File: src/rtl/pipe_ctrl_pkg.sv
// Shared constants for the pipeline sequencer: FSM state encoding and the
// stage indices used for the en/flush bundles.
package pipe_ctrl_pkg;

  typedef enum logic [1:0] {
    RUN      = 2'd0,
    MUL_WAIT = 2'd1
  } state_t;

  localparam int IF_ID    = 0;
  localparam int ID_EX    = 1;
  localparam int EX_MEM   = 2;
  localparam int MEM_WB   = 3;
  localparam int N_STAGES = 4;

  typedef logic [N_STAGES-1:0] stage_vec_t;

endpackage

File: src/rtl/pipe_load_use_detect.sv
// Combinational load-use hazard detector: a load in EX whose destination is a
// non-zero register read by the instruction currently in ID.
module pipe_load_use_detect #(
  parameter int REG_ADDR_W = 5
) (
  input  logic [REG_ADDR_W-1:0] id_rs1,
  input  logic [REG_ADDR_W-1:0] id_rs2,
  input  logic                  id_uses_rs2,
  input  logic [REG_ADDR_W-1:0] ex_rd,
  input  logic                  ex_mem_read,
  output logic                  hazard
);

  // x0 is hardwired to zero, so a load targeting it can never create a dependency.
  assign hazard = ex_mem_read && (ex_rd != '0) &&
                  ((ex_rd == id_rs1) || (id_uses_rs2 && (ex_rd == id_rs2)));

endmodule

File: src/rtl/pipe_hazard_ctrl.sv
// Central 5-stage pipeline sequencer: per-stage en/flush and PC enable from
// memory freeze, multiply countdown, taken branch and load-use hazards.
// Optional performance counters are enabled with `define PIPE_HAZARD_CTRL_PERF_EN.
module pipe_hazard_ctrl
  import pipe_ctrl_pkg::*;
#(
  parameter int REG_ADDR_W = 5,
  parameter int MUL_LAT    = 3,
  parameter int CNT_W      = 4
) (
  input  logic                  clk,
  input  logic                  arst,
  input  logic [REG_ADDR_W-1:0] id_rs1,
  input  logic [REG_ADDR_W-1:0] id_rs2,
  input  logic                  id_uses_rs2,
  input  logic [REG_ADDR_W-1:0] ex_rd,
  input  logic                  ex_mem_read,
  input  logic                  ex_branch_taken,
  input  logic                  ex_mul_start,
  input  logic                  mem_busy,
  output logic                  pc_en,
  output logic                  if_id_en,
  output logic                  if_id_flush,
  output logic                  id_ex_en,
  output logic                  id_ex_flush,
  output logic                  ex_mem_en,
  output logic                  ex_mem_flush,
  output logic                  mem_wb_en,
  output logic                  mem_wb_flush
`ifdef PIPE_HAZARD_CTRL_PERF_EN
  ,
  output logic [31:0]           stall_cycles,
  output logic [31:0]           flush_events
`endif
);

  state_t           state_q, state_d;
  logic [CNT_W-1:0] cnt_q, cnt_d;
  stage_vec_t       en, flush;
  logic             load_use;
  logic             mul_stall;
  logic             branch_flush;

  pipe_load_use_detect #(
    .REG_ADDR_W (REG_ADDR_W)
  ) u_load_use (
    .id_rs1      (id_rs1),
    .id_rs2      (id_rs2),
    .id_uses_rs2 (id_uses_rs2),
    .ex_rd       (ex_rd),
    .ex_mem_read (ex_mem_read),
    .hazard      (load_use)
  );

  // ex_mul_start is only honoured in RUN; MUL_WAIT runs off the countdown alone.
  assign mul_stall = ((state_q == RUN) && ex_mul_start && (MUL_LAT > 1)) ||
                     ((state_q == MUL_WAIT) && (cnt_q != '0));

  always_comb begin
    // NOTE: every variable gets a default before the priority chain so no path can infer a latch.
    en           = '1;
    flush        = '0;
    pc_en        = 1'b1;
    state_d      = state_q;
    cnt_d        = cnt_q;
    branch_flush = 1'b0;

    if (arst || mem_busy) begin
      en    = '0;
      pc_en = 1'b0;
    end else if (mul_stall) begin
      pc_en         = 1'b0;
      en[IF_ID]     = 1'b0;
      en[ID_EX]     = 1'b0;
      flush[EX_MEM] = 1'b1;
      if (state_q == RUN) begin
        state_d = MUL_WAIT;
        cnt_d   = CNT_W'(MUL_LAT - 2);
      end else begin
        cnt_d = cnt_q - CNT_W'(1);
      end
    end else if (state_q == MUL_WAIT) begin
      // Release cycle: EX/MEM captures the product with default controls.
      state_d = RUN;
    end else if (ex_branch_taken) begin
      flush[IF_ID] = 1'b1;
      flush[ID_EX] = 1'b1;
      branch_flush = 1'b1;
    end else if (load_use) begin
      pc_en        = 1'b0;
      en[IF_ID]    = 1'b0;
      flush[ID_EX] = 1'b1;
    end
  end

  // NOTE: sequential state uses non-blocking assignments so all flops update from pre-edge values.
  always_ff @(posedge clk or posedge arst) begin
    if (arst) begin
      state_q <= RUN;
      cnt_q   <= '0;
    end else begin
      state_q <= state_d;
      cnt_q   <= cnt_d;
    end
  end

  assign if_id_en     = en[IF_ID];
  assign if_id_flush  = flush[IF_ID];
  assign id_ex_en     = en[ID_EX];
  assign id_ex_flush  = flush[ID_EX];
  assign ex_mem_en    = en[EX_MEM];
  assign ex_mem_flush = flush[EX_MEM];
  assign mem_wb_en    = en[MEM_WB];
  assign mem_wb_flush = flush[MEM_WB];

`ifdef PIPE_HAZARD_CTRL_PERF_EN
  // Counters keep running through a memory freeze; they wrap naturally.
  always_ff @(posedge clk or posedge arst) begin
    if (arst) begin
      stall_cycles <= '0;
      flush_events <= '0;
    end else begin
      if (!pc_en)       stall_cycles <= stall_cycles + 32'd1;
      if (branch_flush) flush_events <= flush_events + 32'd1;
    end
  end
`endif

endmodule
File: config.mk
export PLATFORM = sky130hd
export DESIGN_NAME = pipe_hazard_ctrl
export DESIGN_NICKNAME = d
export VERILOG_FILES = /design/src/rtl/pipe_ctrl_pkg.sv /design/src/rtl/pipe_load_use_detect.sv /design/src/rtl/pipe_hazard_ctrl.sv
export SDC_FILE = /design/constraint.sdc
export NUM_CORES = 1
export LEC_CHECK = 0
export BUFFER_PORTS_ARGS = -buffer_cell sky130_fd_sc_hd__buf_2
export CAP_MARGIN = 0
export CORE_AREA = 3 3 40 42
export DETAILED_ROUTE_END_ITERATION = 8
export DIE_AREA = 0 0 43 45
export GPL_TIMING_DRIVEN = 1
export PLACE_DENSITY_LB_ADDON = 0.12
export SLEW_MARGIN = 20
export SYNTH_ARGS = -nofsm -noshare
export SYNTH_HDL_FRONTEND = slang
export SYNTH_SLANG_ARGS = --single-unit
File: constraint.sdc
create_clock -name clk -period 2.2 [get_ports clk]
set_clock_uncertainty 0.05 [all_clocks]
set_input_delay 0 -clock clk [delete_from_list [all_inputs] [get_ports clk]]
set_output_delay 0 -clock clk [all_outputs]
set_load 0.01 [all_outputs]
==> summary.txt <==
CTS
  • Setup Buffers After CTS: 0
  • H-tree Lvls: 1
  • CTS tree: yes
  • CTS sink cnt: 5
  • Worst-Skew Late Latency: 0.24 ns
  • CTS Buffer Depth: 2
  • Clock root cell: clkbuf_4
  • Post-cts resize count: 0
  • Clock-pin slew on the worst setup and hold paths: 0.05 ns
  • TritonCTS Buffers: 3

Synthesis
  • Dominant cells by area after synthesis: dfrtp_1 26%, xor2_1 16%, a2111oi_4 5.7%, buf_4 4.6%, nor2_1 4.6%
  • Cell variety after synth: 26
  • Top-area cell type share of the netlist area: 25.7%
  • Register area share after synthesis: 25.7%
  • Yosys warning total: 0
  • Synthesized area per cell: 8.54 um2
  • Mapped Area: 487 um2
  • Yosys reg bits: 5
  • Synth Instances: between 50 and 60
  • Cell taking the most area after synthesis: dfrtp_1
  • Post-synthesis net count: 80

Critical path
  • Setup CP Type: reg2out
  • Critical-path top delay cell: a2111oi_4
  • Arr. time, crit path: 1.87 ns
  • Critical Path End Type: output port
  • Critical Path Start Type: register
  • Maximum fanout along the worst path: 8
  • CP cell instances: inv_1 -> ha_1 -> nor3b_2 -> a2111oi_4 -> buf_2
  • Max incr delay on CP: 0.56 ns
  • R2r worst-path depth: 6
  • Critical Path RT: 2.15 ns

Power and ir drop
  • Lkg Pwr: around 0.33 nW
  • Cell Pwr Density: 717 nW/um2
  • Pwr Total: 479 uW
  • Peak supply drop: roughly 450 uV

Detailed routing
  • Initial DRC Count: 2
  • Via count: 489
  • ANT nets after route: 0
  • Number of remaining DRC errors: 0
  • Total Wirelength: around 1100 um
  • Vias per cell: 4.75
  • DR WL/cell: about 10 um
  • DR pass1 iterations: 3

Placement
  • Buffers on Ports: 29
  • GP Congestion: approximately 0.73
  • DP Area: roughly 630 um2
  • Dpl ws: 0.315 ns
  • Post-DP HPWL: 904 um

Status
  • Status: finished, final reports clean

STA
  • Final setup margin: 0.284 ns
  • Slew headroom: 66.0%
  • Unrepaired setup endpoints after global routing: false
  • Worst Max-Slew Pin Slew: 0.510 ns
  • Post-layout min period: 1.92 ns
  • Fraction of the cycle the final worst path needs: 87.1%
  • Setup-failing EPs final: 0
  • Fin. Hold Viols: 0
  • Fmax: around 520 MHz
  • Slew Viols, Final: 0
  • Setup_tns: 0 ns

Global route
  • Vias in the first global route: roughly 460
  • GRT Util Overall: 12.6%
  • Antenna violations before repair: 0
  • First-pass GRT wire length: 1820 um
  • Largest net degree at the start of global routing: 12
  • Overflow after GRT: 0

Floorplanning
  • Initial Utilization: between 30% and 40%
  • Die Area: 1940 um2
  • Core area: 1280 um2
  • Die span in x: 43 um
  • Row count: 13
  • IO Count: 31
  • Vert. Die Dim: about 45 um

Final layout
  • Final nets: between 100 and 150
  • Layout cells sized above 1: between 40 and 50%
  • Fill cells: 125
  • Diodes inserted: 0
  • Area grow syn2layout: 37.3%
  • Final Core Density: between 50 and 60%
  • Design area: 668 um2

Hold path
  • Hold depth: 3
  • Worst hold path type: in2reg

Run
  • Max_cap viols: 0
==> cells in the final DEF, fill, tap and decap left out, types with 2 or more instances in the layout <==
cell / count
xor2_1: 9
nor3_1: 2
a21oi_1: 2
dfrtp_1: 5
nand3b_1: 2
buf_2: 29
inv_1: 4
clkbuf_4: 3
o21ai_0: 2
nor2_1: 6
nor4_1: 2
nand2_1: 4
o31ai_1: 2
==> cell usage after synthesis <==
library cell	number
a2111oi_4	1
a21oi_1	2
a31oi_1	1
a32o_1	1
a32oi_1	1
and3_2	1
buf_4	3
clkbuf_1	1
conb_1	1
dfrtp_1	5
ha_1	1
inv_1	4
mux2i_1	1
nand2_1	4
nand3_1	1
nand3b_1	2
nor2_1	6
nor3_1	2
nor3b_2	1
nor4_1	2
o21ai_0	2
o31ai_1	2
o41a_1	1
or4_1	1
xnor2_1	1
xor2_1	9
==> path summary, 6_finish.rpt <==
| path | from | endpoint | slack [ns] |
|---|---|---|---|
| max in group asynchronous | arst | cnt_q[3]$_DFFE_PP0P_ | 1.72 |
| worst min-delay path | ex_mul_start | state_q[0]$_DFFE_PP0P_ | 0.02 |
| worst max-delay path | cnt_q[0]$_DFFE_PP0P_ | ex_mem_flush | 0.28 |
| worst min register to register | cnt_q[3]$_DFFE_PP0P_ | cnt_q[3]$_DFFE_PP0P_ | 0.50 |
| worst max register to register | cnt_q[0]$_DFFE_PP0P_ | cnt_q[3]$_DFFE_PP0P_ | 0.33 |
| min in group asynchronous | arst | cnt_q[2]$_DFFE_PP0P_ | 0.21 |
==> cell type report <==
cell class	instances	area, um2	area share, %
Sequential cell	5	125	18.7
Clock buffer	4	26.3	3.93
Tap cell	15	18.8	2.81
Timing Repair Buffer	31	163	24.3
Multi-Input combinational cell	44	320	47.9
Inverter	4	15.0	2.25
==> through the flow <==
step,std cells,hold WS (ns)
global route,103,0.0268
global placement,98,-0.0892
CTS,103,0.0200
detailed placement,98,-0.0920
floorplan,57,-0.271
finish,103,0.0176
==> kinds of logic (layout without fill, tap and decap cells) <==
family	Yosys count	count (layout)	share of synthesized area, %
muxes	1	1	2.06
AOI/OAI and AO/OA	11	11	20.3
xor gates and xnor gates	10	10	18.0
other	1	1	0.770
adders and majority gates	1	1	2.57
buffers and inverters	8	39	8.48
DFF	5	5	25.7
and+or+nand+nor	20	20	22.1
==> worst max-delay path: cells and delay by family (launching register included) <==
kind / cells / cell delay [ns]
AO/OA/AOI/OAI: 1 / 0.56
buffers and inverters: 2 / 0.29
flip-flops: 1 / 0.39
adder cells (fa/ha/maj): 1 / 0.20
AND/OR/NAND/NOR: 1 / 0.19
==> where the power goes <==
part	internal (mW)	switching, mW	total [mW]
Sequential	0.128	0.0333	0.161
Combinational	0.103	0.106	0.209
Clock	0.0687	0.0400	0.109
==> flip-flops by register name, indices dropped and copies added (netlist names) <==
name / count
cnt_q: 4
state_q: 1
==> routing by layer <==
metal	up-vias	GRT usage, %	part of all wire, %
met5	-	0	0
met4	0	7.23	0
met3	0	3.59	6.8
met2	14	19.8	49
met1	215	15.6	44
li1	260	-	-
==> repair_timing <==
item                                    CTS  global route
hold endpoints to repair                  5             0
endpoints found under the setup margin    0             0
hold buffers                              1             0
(Power assumes the default switching activity.)
